==> src/rtl/bpsk_frame_sync_if.sv <==
// Byte-stream handshake between the frame synchroniser and the downstream packet stage.
interface bpsk_frame_sync_if;
    logic [7:0] byte_data;
    logic       byte_valid;
    logic       byte_ready;
    logic       byte_first;
    logic       byte_last;

    modport master (
        output byte_data,
        output byte_valid,
        output byte_first,
        output byte_last,
        input  byte_ready
    );

    modport slave (
        input  byte_data,
        input  byte_valid,
        input  byte_first,
        input  byte_last,
        output byte_ready
    );
endinterface

==> src/rtl/bpsk_frame_sync.sv <==
// BPSK frame synchroniser: symbol timing recovery from a hard-decision sample
// stream, sync-word hunt with 180-degree ambiguity resolution, and payload
// byte packing onto a valid/ready byte stream.
module bpsk_frame_sync #(
    parameter int                    SPS           = 16,
    parameter int                    SYNC_WIDTH    = 16,
    parameter logic [SYNC_WIDTH-1:0] SYNC_WORD     = 16'hD391,
    parameter int                    PAYLOAD_BYTES = 4
) (
    input  logic              clk,
    input  logic              rst_n,
    input  logic              data_in,
    bpsk_frame_sync_if.master bus,
    output logic              locked,
    output logic              polarity_inv,
    output logic              overflow
);
    localparam int CW  = $clog2(SPS);
    localparam int OW  = $clog2(SPS + 2);
    localparam int BCW = (PAYLOAD_BYTES > 1) ? $clog2(PAYLOAD_BYTES) : 1;

    localparam logic [CW-1:0]  CNT_MAX   = CW'(SPS - 1);
    localparam logic [CW-1:0]  CNT_HALF  = CW'(SPS / 2);
    localparam logic [BCW-1:0] BYTE_LAST = BCW'(PAYLOAD_BYTES - 1);

    typedef enum logic {HUNT, PAYLOAD} state_t;

    // ---------------- symbol timing and decision ----------------
    logic          prev_in_q;
    logic [CW-1:0] cnt_q, cnt_d;
    logic [OW-1:0] ones_q, ones_d;
    logic          sym_q, sym_d;
    logic          strobe_q, strobe_d;
    logic [OW-1:0] ones_total;
    logic [OW:0]   ones_twice;
    logic          trans;

    // Counter adjust on transitions, majority accumulation and symbol decision.
    always_comb begin
        trans      = (data_in != prev_in_q);
        ones_total = ones_q + OW'(data_in);
        ones_twice = {ones_total, 1'b0};
        cnt_d      = cnt_q + CW'(1);
        ones_d     = ones_total;
        sym_d      = sym_q;
        strobe_d   = 1'b0;
        if (cnt_q == CNT_MAX) begin
            // Decision cycle always closes the symbol; a late edge here is
            // absorbed by the next symbol's tracking rather than a second decision.
            cnt_d    = '0;
            sym_d    = (ones_twice > (OW+1)'(SPS));
            ones_d   = '0;
            strobe_d = 1'b1;
        end else if (trans && (cnt_q != '0) && (cnt_q < CNT_HALF)) begin
            // Edge arrived early in the window: we are ahead, stretch by one.
            cnt_d = cnt_q;
        end else if (trans && (cnt_q >= CNT_HALF)) begin
            // Edge arrived late: skip ahead, but never wrap past the decision point.
            cnt_d = (cnt_q >= CNT_MAX - CW'(1)) ? CNT_MAX : cnt_q + CW'(2);
        end
    end

    // Timing state registers.
    always_ff @(posedge clk) begin
        if (!rst_n) begin
            prev_in_q <= 1'b0;
            cnt_q     <= '0;
            ones_q    <= '0;
            sym_q     <= 1'b0;
            strobe_q  <= 1'b0;
        end else begin
            prev_in_q <= data_in;
            cnt_q     <= cnt_d;
            ones_q    <= ones_d;
            sym_q     <= sym_d;
            strobe_q  <= strobe_d;
        end
    end

    // ---------------- frame FSM and byte packing ----------------
    state_t                state_q, state_d;
    logic [SYNC_WIDTH-1:0] sr_q, sr_d, sr_next;
    logic                  pol_q, pol_d;
    logic [7:0]            bsr_q, bsr_d;
    logic [2:0]            bit_q, bit_d;
    logic [BCW-1:0]        bcnt_q, bcnt_d;
    logic                  byte_done;
    logic [7:0]            byte_new;
    logic                  first_new, last_new;

    // Sync hunt, payload shifting and frame length bookkeeping, per symbol strobe.
    always_comb begin
        state_d   = state_q;
        sr_d      = sr_q;
        pol_d     = pol_q;
        bsr_d     = bsr_q;
        bit_d     = bit_q;
        bcnt_d    = bcnt_q;
        byte_done = 1'b0;
        sr_next   = {sr_q[SYNC_WIDTH-2:0], sym_q};
        byte_new  = {bsr_q[6:0], sym_q ^ pol_q};
        first_new = (bcnt_q == '0);
        last_new  = (bcnt_q == BYTE_LAST);
        if (strobe_q) begin
            case (state_q)
                HUNT: begin
                    sr_d = sr_next;
                    if (sr_next == SYNC_WORD) begin
                        state_d = PAYLOAD;
                        pol_d   = 1'b0;
                    end else if (sr_next == ~SYNC_WORD) begin
                        state_d = PAYLOAD;
                        pol_d   = 1'b1;
                    end
                end
                PAYLOAD: begin
                    bsr_d = byte_new;
                    bit_d = bit_q + 3'd1;
                    if (bit_q == 3'd7) begin
                        byte_done = 1'b1;
                        bcnt_d    = bcnt_q + BCW'(1);
                        if (last_new) begin
                            // Frame over: demand a whole fresh sync word.
                            bcnt_d  = '0;
                            state_d = HUNT;
                            sr_d    = '0;
                        end
                    end
                end
                default: state_d = HUNT;
            endcase
        end
    end

    // Frame state registers.
    always_ff @(posedge clk) begin
        if (!rst_n) begin
            state_q <= HUNT;
            sr_q    <= '0;
            pol_q   <= 1'b0;
            bsr_q   <= '0;
            bit_q   <= '0;
            bcnt_q  <= '0;
        end else begin
            state_q <= state_d;
            sr_q    <= sr_d;
            pol_q   <= pol_d;
            bsr_q   <= bsr_d;
            bit_q   <= bit_d;
            bcnt_q  <= bcnt_d;
        end
    end

    // ---------------- output holding register ----------------
    logic [7:0] bdata_q, bdata_d;
    logic       bvalid_q, bvalid_d;
    logic       bfirst_q, bfirst_d;
    logic       blast_q, blast_d;
    logic       ovf_q, ovf_d;

    // Load completed bytes, hold under backpressure, drop when still occupied.
    always_comb begin
        bdata_d  = bdata_q;
        bvalid_d = bvalid_q;
        bfirst_d = bfirst_q;
        blast_d  = blast_q;
        ovf_d    = 1'b0;
        if (byte_done) begin
            if (bvalid_q && !bus.byte_ready) begin
                ovf_d = 1'b1;
            end else begin
                // A handshake in the same cycle frees the slot, so the new byte wins.
                bdata_d  = byte_new;
                bvalid_d = 1'b1;
                bfirst_d = first_new;
                blast_d  = last_new;
            end
        end else if (bvalid_q && bus.byte_ready) begin
            bvalid_d = 1'b0;
        end
    end

    // Output registers.
    always_ff @(posedge clk) begin
        if (!rst_n) begin
            bdata_q  <= '0;
            bvalid_q <= 1'b0;
            bfirst_q <= 1'b0;
            blast_q  <= 1'b0;
            ovf_q    <= 1'b0;
        end else begin
            bdata_q  <= bdata_d;
            bvalid_q <= bvalid_d;
            bfirst_q <= bfirst_d;
            blast_q  <= blast_d;
            ovf_q    <= ovf_d;
        end
    end

    assign bus.byte_data  = bdata_q;
    assign bus.byte_valid = bvalid_q;
    assign bus.byte_first = bfirst_q;
    assign bus.byte_last  = blast_q;
    assign locked         = (state_q == PAYLOAD);
    assign polarity_inv   = pol_q;
    assign overflow       = ovf_q;
endmodule
==> src/flat_wrapper.sv <==
// flat-port wrapper written by rule: the top's interface ports become plain ports
module bpsk_frame_sync_flat 
#(
    parameter int                    SPS           = 16,
    parameter int                    SYNC_WIDTH    = 16,
    parameter logic [SYNC_WIDTH-1:0] SYNC_WORD     = 16'hD391,
    parameter int                    PAYLOAD_BYTES = 4
)
  (clk, rst_n, data_in, locked, polarity_inv, overflow, bus_byte_data, bus_byte_valid, bus_byte_first, bus_byte_last, bus_byte_ready);
  bpsk_frame_sync_if bus_i ();
  input  logic clk;
  input  logic rst_n;
  input  logic data_in;
  output logic locked;
  output logic polarity_inv;
  output logic overflow;
  output wire logic [$bits(bus_i.byte_data)-1:0] bus_byte_data;
  output wire logic [$bits(bus_i.byte_valid)-1:0] bus_byte_valid;
  output wire logic [$bits(bus_i.byte_first)-1:0] bus_byte_first;
  output wire logic [$bits(bus_i.byte_last)-1:0] bus_byte_last;
  input wire logic [$bits(bus_i.byte_ready)-1:0] bus_byte_ready;
  assign bus_byte_data = bus_i.byte_data;
  assign bus_byte_valid = bus_i.byte_valid;
  assign bus_byte_first = bus_i.byte_first;
  assign bus_byte_last = bus_i.byte_last;
  assign bus_i.byte_ready = bus_byte_ready;
  bpsk_frame_sync #(.SPS(SPS), .SYNC_WIDTH(SYNC_WIDTH), .SYNC_WORD(SYNC_WORD), .PAYLOAD_BYTES(PAYLOAD_BYTES)) u_core (.clk(clk), .rst_n(rst_n), .data_in(data_in), .bus(bus_i), .locked(locked), .polarity_inv(polarity_inv), .overflow(overflow));
endmodule
==> config.mk <==
export PLATFORM = sky130hd
export DESIGN_NAME = bpsk_frame_sync_flat
export DESIGN_NICKNAME = d
export VERILOG_FILES = /design/src/rtl/bpsk_frame_sync_if.sv /design/src/rtl/bpsk_frame_sync.sv /design/src/flat_wrapper.sv
export SDC_FILE = /design/constraint.sdc
export NUM_CORES = 1
export LEC_CHECK = 0
export BUFFER_PORTS_ARGS = -buffer_cell sky130_fd_sc_hd__buf_2
export CAP_MARGIN = 0
export CORE_MARGIN = 2
export CORE_UTILIZATION = 40
export DETAILED_ROUTE_END_ITERATION = 16
export PLACE_DENSITY_LB_ADDON = 0.1
export REMOVE_ABC_BUFFERS = 1
export SLEW_MARGIN = 30
export SYNTH_ARGS = -nofsm -noshare
export SYNTH_HDL_FRONTEND = slang
export SYNTH_SLANG_ARGS = --single-unit
==> constraint.sdc <==
create_clock -name clk -period 3.3 [get_ports clk]
set_input_delay 0.99 -clock clk [delete_from_list [all_inputs] [get_ports clk]]
set_output_delay 0.99 -clock clk [all_outputs]
set_load 0.05 [all_outputs]
Word level (Yosys, flattened, before mapping)
Cells that the tools add are included.
Word-level totals
  word-level logic and storage cells: 77
  input bits: 4
  output and inout port bits: 14
  bits in registers: 53
Operators by class
  reduce and logical (&&, ||, !) cells: 18
  multiplexer cells: 21
  bitwise logic cells: 4
  add/subtract/negate cells: 5
  equality and inequality tests: 9
  $lt $le $gt $ge: 4
Operator list (count)
  2-to-1 mux 15 bit: 2
  one-hot mux 15 bit (2 select lines): 1
  equality test 16 x 14 -> 1 bit (second input constant): 1
  equality test 16 bit (second input constant): 1
  2-to-1 mux 1 bit: 14
  AND reduction 3 bit: 3
  greater-or-equal comparator 4 bit (second input constant): 2
  2-to-1 mux 4 bit: 2
  AND reduction 2 bit: 4
  greater-than comparator 6 x 5 -> 1 bit (second input constant): 1
  inequality test 2 bit (second input constant): 3
  adder 5 x 1 -> 5 bit: 1
  logical AND 1 bit: 5
  adder 4 x 1 -> 4 bit (second input constant): 1
  adder 4 x 2 -> 4 bit (second input constant): 1
  equality test 4 bit (second input constant): 1
  < comparator 4 bit (second input constant): 1
  nonzero test 2 bit: 2
  nonzero test 4 bit: 1
  adder 3 x 1 -> 3 bit (second input constant): 1
  equality test 3 bit (second input constant): 1
  NOT 1 bit: 3
  adder 2 x 1 -> 2 bit (second input constant): 1
  equality test 2 bit (second input constant): 1
  other kinds (7): 7

Logic depth before layout (Yosys ltp)
  word-level depth: 6
  gate-level depth with buffers: 7

Worst setup path after synthesis
Ideal clock, no wire load.
  path kind: input port to flip-flop
  start: input bus_byte_ready
  end: register u_core.bdata_q[5] (netlist: u_core.bus.byte_data[5])
  cell stages on the path: 5
  arrival time: 1.795 ns
  library setup time: 0.128 ns
  setup slack: 1.377 ns
  required time: 3.172 ns
  path buffers: 1
  path through: nand2b_1 > nor2b_1 > buf_2 > mux2i_1 > nor2_1
Between the ends
  word-level cells in the longest chain between the ends: 4
RTL lines
  start, declared: line flat_wrapper.sv:21  | input wire logic [$bits(bus_i.byte_ready)-1:0] bus_byte_ready;
  zero test 1 bit: line bpsk_frame_sync.sv:169  | if (bvalid_q && !bus.byte_ready) begin
  logical AND 1 bit: line bpsk_frame_sync.sv:169
  NOT 1 bit (no source line)
  AND reduction 2 bit (no source line)
  end signal, assigned: line bpsk_frame_sync.sv:192  | bdata_q <= bdata_d;
  end, declared: line bpsk_frame_sync.sv:155  | logic [7:0] bdata_q, bdata_d;
No other way between the ends.
A chain may end at the register's enable or synchronous reset.

Worst setup path after layout
  start: register u_core.state_q (netlist: u_core.locked)
  end: output locked
RTL lines
  start, declared: line bpsk_frame_sync.sv:81  | state_t state_q, state_d;
  start signal, assigned: line bpsk_frame_sync.sv:145  | state_q <= state_d;
  end, declared: line flat_wrapper.sv:14  | output logic locked;
No word-level cell between the ends.

==> metrics <==
run status finished, final reports clean; CTS-repair resized insts 0; Total Wirelength just under 4 mm; vias in the first global route between 1500 and 2000; critical path class reg -> out; Post-CTS Hold Fix Bufs 0; pwr dens about 470 nW/µm²; post-synthesis sequential area ratio about half; top cell type's share of synthesized area about half; max incr delay on CP about 0.45 ns; core area between 5000 and 6000 µm²; CP startpoint kind register; Worst Path Required about 2.3 ns; DP Area between 2000 and 2500 µm²; CTS sink cnt 53; Yosys Warn Count 0; number of synthesized flops with an enable pin 0; synthesized cell area between 2000 and 2500 µm²; Worst-Margin Slew between 0.5 and 0.6 ns; H-tree depth 2; fmax 0.486 GHz; DR vias/cell between 4 and 5; DRT Pass-1 Iters 4; final setup fails 0; Int Pwr ~0.85 mW; Die Height ~80 µm; CP delay by family, top flip-flops; # IOs 18; drt initial violations between 90 and 100; antenna violations before repair 0; CTS Buf Count 5; Mean Syn Cell Area between 9 and 10 µm²; WL/cell around 12 µm; total of max-cap violations 0; Slew headroom 66.6%; clk_lat worst skew between 0.3 and 0.4 ns; HP Class reg -> reg; r2r endpoint u_core.sr_q[6]$_SDFFE_PN0P_; Max IR drop VDD around 0.00029 V; RSZ-0062 raised after global routing false; hold_sp u_core.bit_q[2]$_SDFFE_PN0P_; Nets 267; area leader, netlist dfxtp_1; hold depth 2; commonest cells after routing, fill and taps aside dfxtp_1 (53), nor2_1 (34), nand2_1 (26); I/O Buffers 17; ordered list of cells on the worst path buf_2; period utilization a little over 60%; reg2reg start u_core.bit_q[0]$_SDFFE_PN0P_; Yosys cell types 37; final hold vios 0; clock power share between 30% and 40%; total gr overflow 0; R2R depth 6; Setup TNS 0 ns; Worst Path Max Fanout 8; post-synthesis to final-layout area growth 11.8%; fin area ~2400 µm²; DR vias between 1500 and 2000; Clock Tree Root clkbuf_8; Sequential Power Share about 60%; ant diodes 0; row cnt 26; total track usage ~14%; drt drc 0; post-CTS setup buffer count 0; post-DP HPWL 2.67 mm; Max Root-Sink Buffers 2; post-layout min period about 2 ns; top post-synthesis cells by area dfxtp_1 (48%), ha_1 (6.3%), nor2_1 (5.8%); Synth Instances approximately 230; first-pass GRT wire length roughly 6.8 mm; dominant synthesized flop cell dfxtp_1; crit path max-delay cell type dfxtp_1; slack of the worst reg-to-reg path ~1.6 ns; Starting Density 42.1%; switch share 26.0%; most common cell after layout, fill and taps aside dfxtp_1; clock slew at reported path FFs 0.10 ns; Logic pwr share between 9 and 10%; flops & latches, synth 53; remaining antenna violation count 0; Critical Path AT approximately 1.1 ns; Hold Path Sink u_core.bit_q[2]$_SDFFE_PN0P_; Buf/Inv on CP 1; placer congestion estimate 0.819; largest net degree at the start of global routing 22; Pins Over Slew Limit 0; CTS tree built; P_sw between 0.2 and 0.3 mW; ys async rst share 0%; clock skew 0.0113 ns; Die Width just under 80 µm; share of post-route cells with drive strength above 1 13.8%; Die Area 6080 µm²; Static Leak 0.943 nW; Worst setup EP type primary output
[routing by layer]
layer  up-vias  wire (µm)  global-route usage, %  share of wire [%]
li1        848          -                      -                  -
met1       732       1890                   16.6                 49
met2        25       1770                   23.5                 46
met3         7        128                   3.49                3.3
met4         0         61                   5.79                1.6
met5         -          0                      0                  0
[Yosys cell counts (2+ instances only)]
cell type / instances
a211oi_1: 3
a21oi_1: 14
a22oi_1: 16
a31oi_1: 2
and2_1: 4
and3_1: 2
clkbuf_1: 6
dfxtp_1: 53
ha_1: 11
inv_1: 6
mux2i_1: 9
nand2_1: 26
nand2b_1: 2
nand3_1: 7
nand3b_1: 2
nand4b_1: 2
nor2_1: 34
nor2b_1: 2
nor3_1: 2
nor4_4: 2
o21ai_0: 6
xnor2_1: 5
xor2_1: 3
[power groups by stage]
stage | registers [mW] | logic (mW) | clock network [mW]
6_report | 0.682 | 0.105 | 0.363
2_1_floorplan | 0.689 | 0.0817 | 0
4_1_cts | 0.681 | 0.106 | 0.381
3_3_place_gp | 0.697 | 0.105 | 0
5_1_grt | 0.685 | 0.121 | 0.408
3_5_place_dp | 0.696 | 0.105 | 0
[stage by stage]
stage	cells	total power, mW	hold slack (ns)	setup slack, ns	util [%]
CTS	323	1.17	0.472	1.23	47.0
global route	323	1.21	0.507	1.17	47.0
global placement	315	0.801	0.446	1.25	45.3
finish	323	1.15	0.466	1.24	47.0
floorplan	224	0.770	0.436	1.03	-
detailed placement	315	0.801	0.458	1.21	45.3
[state kept, by name, summed over array words and instances, names as in the netlist, 2 cells and up]
name,count
u_core.bit_q,3
u_core.bus.byte_data,8
u_core.bsr_q,7
u_core.bcnt_q,2
u_core.ones_q,5
u_core.cnt_q,4
u_core.sr_q,15
[area by class of cell]
class	instances	area [µm²]
multi-input combinational	165	1070
timing repair buffer	21	115
tap	70	87.6
sequential	53	1060
inverter	6	22.5
clock buffer	5	68.8
fill	537	2760
clock inverter	3	22.5
[cells by family (layout without fill, tap and decap cells)]
logic type / Yosys count / count (layout) / share of synthesized area (%)
xor+xnor: 8 / 8 / 3.20
simple gates: 91 / 91 / 21.5
flops: 53 / 53 / 48.4
buf+inv: 15 / 35 / 2.68
compound gates: 46 / 46 / 13.8
mux: 9 / 9 / 4.11
fa+ha+maj: 11 / 11 / 6.28
[worst max-delay path by stage]
stage,cells past startpoint,slack [ns],from,end
floorplan,4,1.03,bus_byte_ready,u_core.bus.byte_data[1]$_SDFFE_PN0P_
global placement,7,1.25,data_in,u_core.sym_q$_SDFFE_PN0P_
detailed placement,7,1.21,data_in,u_core.sym_q$_SDFFE_PN0P_
CTS,1,1.23,u_core.locked$_SDFFE_PN0P_,locked
global route,1,1.17,u_core.locked$_SDFFE_PN0P_,locked
finish,1,1.24,u_core.locked$_SDFFE_PN0P_,locked
(Power assumes the default switching activity.)
